$ cat src/rtl/vga_layer_mixer.sv
`default_nettype none
// ============================================================================
// Module   : vga_layer_mixer
// Purpose  : VGA raster timing, layer pixel-address broadcast and fixed
//            priority compositor (me > enemy > bullet > background).
//            Optional MIXER_BORDER_EN paints the active-area edge white.
// Revision : 1.0 - initial release
// ============================================================================
module vga_layer_mixer #(
  parameter int PIX_DIV = 10,
  parameter int H_DISP  = 640,
  parameter int H_FP    = 16,
  parameter int H_SYNC  = 96,
  parameter int H_BP    = 48,
  parameter int V_DISP  = 480,
  parameter int V_FP    = 10,
  parameter int V_SYNC  = 2,
  parameter int V_BP    = 33,
  parameter int COLOR_W = 12,
  parameter logic [COLOR_W-1:0] BG_COLOR = 12'h000
) (
  input  logic               clk,
  input  logic               rst,
  output logic [9:0]         req_x_o,
  output logic [9:0]         req_y_o,
  input  logic [COLOR_W-1:0] me_rgb_i,
  input  logic               me_alpha_i,
  input  logic [COLOR_W-1:0] enemy_rgb_i,
  input  logic               enemy_alpha_i,
  input  logic [COLOR_W-1:0] bullet_rgb_i,
  input  logic               bullet_alpha_i,
  output logic [COLOR_W-1:0] vga_rgb_o,
  output logic               vga_hs_o,
  output logic               vga_vs_o,
  output logic               vga_de_o,
  output logic               frame_start_o
);

  localparam int DIV_W = (PIX_DIV > 1) ? $clog2(PIX_DIV) : 1;
  localparam logic [DIV_W-1:0] c_div_max = DIV_W'(PIX_DIV - 1);

  localparam logic [9:0] c_h_disp     = 10'(H_DISP);
  localparam logic [9:0] c_hs_start   = 10'(H_DISP + H_FP);
  localparam logic [9:0] c_hs_end     = 10'(H_DISP + H_FP + H_SYNC);
  localparam logic [9:0] c_h_max      = 10'(H_DISP + H_FP + H_SYNC + H_BP - 1);
  localparam logic [9:0] c_v_disp     = 10'(V_DISP);
  localparam logic [9:0] c_vs_start   = 10'(V_DISP + V_FP);
  localparam logic [9:0] c_vs_end     = 10'(V_DISP + V_FP + V_SYNC);
  localparam logic [9:0] c_v_max      = 10'(V_DISP + V_FP + V_SYNC + V_BP - 1);

  logic [DIV_W-1:0]   div_q, div_d;
  logic [9:0]         h_cnt_q, h_cnt_d, v_cnt_q, v_cnt_d;
  logic [9:0]         req_x_q, req_x_d, req_y_q, req_y_d;
  logic [COLOR_W-1:0] rgb_q, rgb_d;
  logic               hs_q, vs_q, de_q, fs_q, fs_d;
  logic               pix_tick, h_wrap, v_wrap;
  logic               active, next_active, hs_raw, vs_raw;

`ifdef MIXER_BORDER_EN
  logic border;
  assign border = (req_x_q == 10'd0) || (req_x_q == c_h_disp - 10'd1) ||
                  (req_y_q == 10'd0) || (req_y_q == c_v_disp - 10'd1);
`endif

  always_comb begin
    pix_tick = (div_q == c_div_max);
    div_d    = pix_tick ? '0 : div_q + 1'b1;
    h_wrap   = (h_cnt_q == c_h_max);
    v_wrap   = (v_cnt_q == c_v_max);
    h_cnt_d  = h_wrap ? 10'd0 : h_cnt_q + 10'd1;
    v_cnt_d  = h_wrap ? (v_wrap ? 10'd0 : v_cnt_q + 10'd1) : v_cnt_q;
    fs_d     = pix_tick && h_wrap && v_wrap;

    active      = (h_cnt_q < c_h_disp) && (v_cnt_q < c_v_disp);
    next_active = (h_cnt_d < c_h_disp) && (v_cnt_d < c_v_disp);
    hs_raw      = !((h_cnt_q >= c_hs_start) && (h_cnt_q < c_hs_end));
    vs_raw      = !((v_cnt_q >= c_vs_start) && (v_cnt_q < c_vs_end));

    // Blanking keeps the last active address so layers see a stable request.
    req_x_d = next_active ? h_cnt_d : req_x_q;
    req_y_d = next_active ? v_cnt_d : req_y_q;
  end

  // Layers answer the request for the pixel currently held in the counters.
  always_comb begin
    rgb_d = '0;
    if (!active)              rgb_d = '0;
`ifdef MIXER_BORDER_EN
    else if (border)          rgb_d = '1;
`endif
    else if (me_alpha_i)      rgb_d = me_rgb_i;
    else if (enemy_alpha_i)   rgb_d = enemy_rgb_i;
    else if (bullet_alpha_i)  rgb_d = bullet_rgb_i;
    else                      rgb_d = BG_COLOR;
  end

  always_ff @(posedge clk or posedge rst) begin
    if (rst) begin
      div_q   <= '0;
      h_cnt_q <= '0;
      v_cnt_q <= '0;
      req_x_q <= '0;
      req_y_q <= '0;
      rgb_q   <= '0;
      hs_q    <= 1'b1;
      vs_q    <= 1'b1;
      de_q    <= 1'b0;
      fs_q    <= 1'b0;
    end else begin
      div_q <= div_d;
      fs_q  <= fs_d;
      if (pix_tick) begin
        h_cnt_q <= h_cnt_d;
        v_cnt_q <= v_cnt_d;
        req_x_q <= req_x_d;
        req_y_q <= req_y_d;
        rgb_q   <= rgb_d;
        hs_q    <= hs_raw;
        vs_q    <= vs_raw;
        de_q    <= active;
      end
    end
  end

  assign req_x_o       = req_x_q;
  assign req_y_o       = req_y_q;
  assign vga_rgb_o     = rgb_q;
  assign vga_hs_o      = hs_q;
  assign vga_vs_o      = vs_q;
  assign vga_de_o      = de_q;
  assign frame_start_o = fs_q;

endmodule
`default_nettype wire

$ cat config.mk
export PLATFORM = sky130hd
export DESIGN_NAME = vga_layer_mixer
export DESIGN_NICKNAME = d
export VERILOG_FILES = /design/src/rtl/vga_layer_mixer.sv
export SDC_FILE = /design/constraint.sdc
export NUM_CORES = 1
export LEC_CHECK = 0
export ABC_AREA = 1
export CORE_MARGIN = 2
export CORE_UTILIZATION = 54
export CTS_CLUSTER_DIAMETER = 120
export CTS_CLUSTER_SIZE = 24
export DETAILED_ROUTE_END_ITERATION = 12
export PLACE_DENSITY = 0.91
export RECOVER_POWER = 100
export SLEW_MARGIN = 20
export SYNTH_ARGS = -nofsm -noshare
export SYNTH_HDL_FRONTEND = slang
export SYNTH_SLANG_ARGS = --single-unit
$ cat constraint.sdc
create_clock -name clk -period 3.2 [get_ports clk]
set_input_delay 0.64 -clock clk [delete_from_list [all_inputs] [get_ports clk]]
set_output_delay 0.64 -clock clk [all_outputs]
set_load 0.05 [all_outputs]
Word-level counts from Yosys, hierarchy flattened. Index checks and enable logic that the tools add are counted. W data, S select, Z words.

Add/sub/neg operators: 3. $mul: 0. Div/mod/pow operators: 0. Order comparisons: 8. Eq/ne operators: 3. Shifts and indexed selects: 0. Mux-type cells: 8. Bitwise gates (word level): 0. Reductions and logical operators: 9.

Operators by type and width (number): $mux W12 (4); $lt A10 B10 Y1 const B (3); $lt A10 B9 Y1 const B (3); $mux W10 (3); $add A10 B1 Y10 const B (2); $eq A10 B10 Y1 const B (2); $ge A10 B10 Y1 const B (1); $ge A10 B9 Y1 const B (1); $logic_and A1 B1 Y1 (6); $add A4 B1 Y4 const B (1); $eq A4 B4 Y1 const B (1); $mux W4 (1); $logic_not A1 Y1 (2); $reduce_and A2 Y1 (1).

Register bits after elaboration: 60. Bits in latches: 0. Memory bits (writable): 0. ROM bits: 0. Bits of input ports: 41. Output and inout bits: 36. Word-level logic and storage cells: 41. Memories: 0.

Depth between registers and ports, before layout.
Word-level depth: 6. Gate-level depth with buffers: 14. Mapped depth without buffers: 13.

Least setup slack after synthesis. Ideal clock, no wire load.

Path kind: reg2reg. Start point: register h_cnt_q[0]. End point: register req_y_q[0], in the netlist req_y_o[0]. Setup time: 0.119 ns. Arrival time: 1.754 ns. Required time: 3.081 ns. Setup slack: 1.327 ns. Cell stages (with the launch flop): 10. Buffers on the path: 1. Period minus slack after synthesis: 1.873 ns. Path through: dfrtp_1 > ha_1 > nand4_2 > nor2_8 > nand2_1 > xor2_1 > nand3_2 > buf_2 > nand3_1 > nand2_1.

Word-level cells in the longest chain between the ends: 5. Elaborated cells between the ends (all ways): 8. Classes of those cells: add/sub (1); order compare (2); eq/ne (1); mux (2); reduce/logical (2).

Ends and longest elaborated chain: start, declared (RTL line 52) `logic [9:0] h_cnt_q, h_cnt_d, v_cnt_q, v_cnt_d;`; start signal, assigned (RTL line 113) `h_cnt_q <= h_cnt_d;`; $add A10 B1 Y10 or $eq A10 B10 Y1 (tied branches) (RTL line 70, 68); $mux W10 (on tied branches) (RTL line 70, 71); $lt A10 B10 Y1 or $lt A10 B9 Y1 (tied branches) (RTL line 75) `next_active = (h_cnt_d < c_h_disp) && (v_cnt_d < c_v_disp);`; $logic_and A1 B1 Y1 (RTL line 75); $reduce_and A2 Y1 (no line); end signal, assigned (RTL line 116) `req_y_q <= req_y_d;`; end, declared (RTL line 53) `logic [9:0] req_x_q, req_x_d, req_y_q, req_y_d;`.

Several ways; a longest one is shown, not always the timed one. A chain may end at the register's enable or synchronous reset.

Final worst setup path.
Start point: register h_cnt_q[0]. End point: register req_y_q[3], in the netlist req_y_o[3].

Same word-level chain as after synthesis.

==> results.json <==
{
  "status": "finished, final reports clean",
  "startpoint_type": "register",
  "dr.first_iter.drc_count": 156,
  "cts_root_buffer": "clkbuf_8",
  "reg2reg_from": "h_cnt_q[0]$_DFFE_PP0N_",
  "die_h_um": 80.7,
  "cp.arrival_ns": 2.91,
  "grt_use_total_pct": 25.8,
  "synth-async-reset-ratio_pct": 100,
  "ys_seq_area_share_pct": 47.3,
  "p_sw_mw": 0.386,
  "routed_wl_mm": 7.55,
  "grt_max_degree": 32,
  "core.rowCount": 27,
  "ios": 77,
  "p_int_mw": 1.30,
  "rsz0062_at_grt": "false",
  "drive_gt1_share_pct": 5.42,
  "worst-path-max-fanout": 21,
  "min_period_over_period_pct": 83.9,
  "gr-total-overflow": 0,
  "maxCapViolCount": 0,
  "synth_area_leader_cell": "dfrtp_1",
  "die_area_um2": 6510,
  "rr_endpoint": "req_y_o[3]$_DFFE_PP0P_",
  "ys_warn_count": 0,
  "synthTopCellsByArea": "dfrtp_1 46%, nand2_1 16%, nand3_1 7.6%, o21ai_0 7.4%, inv_1 4.6%",
  "hold_violations": 0,
  "grt_pass1_vias": 2870,
  "io_buffers": 76,
  "htree_levels": 3,
  "worstHoldPathType": "register to register",
  "n_fill_cell": 466,
  "grt_pass1_wl_mm": 12.8,
  "fmax_mhz": 372,
  "p_clk_share_pct": 43.8,
  "area_growth_pct": 30.8,
  "numCtsBuffers": 9,
  "via_per_inst": 5.33,
  "yosysTopAreaCellShare_pct": 45.7,
  "slew-limit-headroom_pct": 26.1,
  "worstPathRequired_ns": 3.43,
  "wl_per_cell_um": 13.2,
  "cts.path.max_buffers": 2,
  "setup_viol": 0,
  "diodes": 0,
  "synth_cell_type_count": 32,
  "cts_tree": "yes",
  "p_comb_share_pct": 10.0,
  "avgSynthCellArea_um2": 7.53,
  "p_seq_share_pct": 46.2,
  "via_count": 3038,
  "synth_seq_cells": 60,
  "ys.flop_type": "dfrtp_1",
  "fin_total_pwr_mw": 1.69,
  "clk_latency_ns": 0.33,
  "final-max-slew-violation-count": 0,
  "worstHoldStart": "req_y_o[0]$_DFFE_PP0P_",
  "reg2reg_slack_ns": 0.51,
  "postCtsSetupBuffers": 0,
  "synthCells": 422,
  "min_period_ns": 2.69,
  "hold_depth": 2,
  "synth_nets": 467,
  "holdPathEnd": "req_y_o[0]$_DFFE_PP0P_",
  "drtPass1Iterations": 5,
  "final_core_util_pct": 74.1,
  "core_um2": 5610,
  "synth_edf_count": 0,
  "vdd_drop_max_mv": 0.216,
  "initial_core_util_pct": 56.7,
  "dieWidth_um": 80.7,
  "syn_area_um2": 3180,
  "setup_tns_ns": 0,
  "multiInputGateArea_um2": 1420,
  "tightest_slew_ns": 1.11,
  "end_kind": "register",
  "p_sw_share_pct": 22.9,
  "clock-sinks": 60,
  "cts_hold_buf": 0,
  "p_leak_nw": 1.99,
  "place_hpwl_mm": 5.61,
  "ant_nets": 0,
  "ff_latch_area_um2": 1500,
  "r2r_cells": 10,
  "gp_congestion": 0.939,
  "skew_ns": 0.00679,
  "layout.nets": 538,
  "post-route-drc-count": 0,
  "path_class": "register to register",
  "ctsResizeCount": 0,
  "antenna_found_initial": 0,
  "power_density_nw_per_um2": 405,
  "path_clk_slew_ns": 0.07
}
-- routing by layer --
metal  vias to the layer above  global-route usage (%)  share of wire (%)
li1                       1512                       -                  -
met1                      1393                    29.9                 41
met2                       113                    44.4                 49
met3                        20                    5.84                7.7
met4                         0                    13.6                2.9
met5                         -                       0                  0
-- Yosys cell counts, types with 2 or more instances --
master	number
nand3_1	48
dfrtp_1	58
ha_1	4
buf_2	5
inv_1	39
nor3_1	8
clkbuf_1	10
dfstp_2	2
xor2_1	4
buf_4	2
nand2_2	3
a21oi_1	18
o21ai_0	47
nor2_1	21
nand4_1	4
nand2_1	133
-- cells in the final DEF, fill, tap and decap left out --
cell / instances
o22ai_1: 1
a21oi_1: 18
nor2_2: 1
clkinv_2: 3
dlygate4sd3_1: 37
nor4_1: 1
a31oi_1: 1
nand2_4: 1
nor2_8: 1
nor3_1: 8
clkbuf_2: 1
o21ai_1: 1
a21boi_1: 1
dfrtp_1: 58
nand3_1: 48
a21oi_2: 1
nor2_1: 21
nand2_1: 134
nand2_2: 2
o21ai_0: 47
clkbuf_8: 10
nand3_2: 1
inv_1: 39
bufinv_16: 2
xor2_1: 4
dfstp_2: 2
nor2_4: 1
clkbuf_1: 3
nand4_1: 5
o21a_1: 1
clkdlybuf4s50_1: 39
inv_2: 1
ha_1: 4
-- per-stage QoR --
stage,std cells,worst slack (ns),area (um^2),hold slack [ns]
2_1_floorplan,422,1.08,3180,0.475
3_3_place_gp,554,0.809,3980,0.455
3_5_place_dp,554,0.656,3980,0.458
4_1_cts,570,0.615,4190,0.474
5_1_grt,570,0.239,4160,0.492
6_report,570,0.515,4160,0.467
-- worst max path at each step --
| stage | slack [ns] | endpoint | from |
|---|---|---|---|
| 3_3_place_gp | 0.81 | req_x_o[4]$_DFFE_PP0P_ | h_cnt_q[0]$_DFFE_PP0N_ |
| 3_5_place_dp | 0.66 | req_y_o[3]$_DFFE_PP0P_ | h_cnt_q[0]$_DFFE_PP0N_ |
| 2_1_floorplan | 1.08 | div_q[0]$_DFF_PP0_ | rst |
| 4_1_cts | 0.61 | req_y_o[3]$_DFFE_PP0P_ | h_cnt_q[0]$_DFFE_PP0N_ |
| 6_report | 0.51 | req_y_o[3]$_DFFE_PP0P_ | h_cnt_q[0]$_DFFE_PP0N_ |
| 5_1_grt | 0.24 | req_x_o[0]$_DFFE_PP0P_ | h_cnt_q[0]$_DFFE_PP0N_ |
-- worst max-delay path, stage by stage, from the launching register on --
cell and delay, ns:
dfrtp_1 0.44, ha_1 0.24, nand4_1 0.25, nor2_8 0.33, nand2_1 0.21, nand3_1 0.13
nand2_1 0.12, nor2_4 0.42, nand2_4 0.22, nand2_1 0.15, nand2_1 0.06
-- state kept, by name, indices dropped and copies added, names as in the netlist --
| name | flops |
|---|---|
| div_q | 4 |
| frame_start_o | 1 |
| h_cnt_q | 10 |
| req_x_o | 10 |
| req_y_o | 10 |
| v_cnt_q | 10 |
| vga_de_o | 1 |
| vga_hs_o | 1 |
| vga_rgb_o | 12 |
| vga_vs_o | 1 |
-- logic make-up after synthesis --
family	Yosys count	synth area share [%]
simple gates	224	30.8
compound gates	71	11.5
flops	60	47.3
buf+inv	59	7.64
xor+xnor	4	1.10
fa+ha+maj	4	1.57
-- area by class of cell --
class	instances	area share (%)
Sequential cell	60	36.2
Multi-Input combinational cell	303	34.2
Timing Repair Buffer	79	18.6
Inverter	40	3.61
Clock buffer	11	3.40
Tap cell	72	2.17
Clock inverter	5	1.81
-- power by group through the flow --
stage | clock [mW] | combinational [mW] | sequential, mW
2_1_floorplan | 0 | 0.0396 | 0.839
3_3_place_gp | 0 | 0.175 | 0.792
3_5_place_dp | 0 | 0.177 | 0.793
6_report | 0.739 | 0.168 | 0.779
4_1_cts | 0.747 | 0.177 | 0.779
5_1_grt | 0.775 | 0.182 | 0.780
Power figures use the tool's default switching activity.
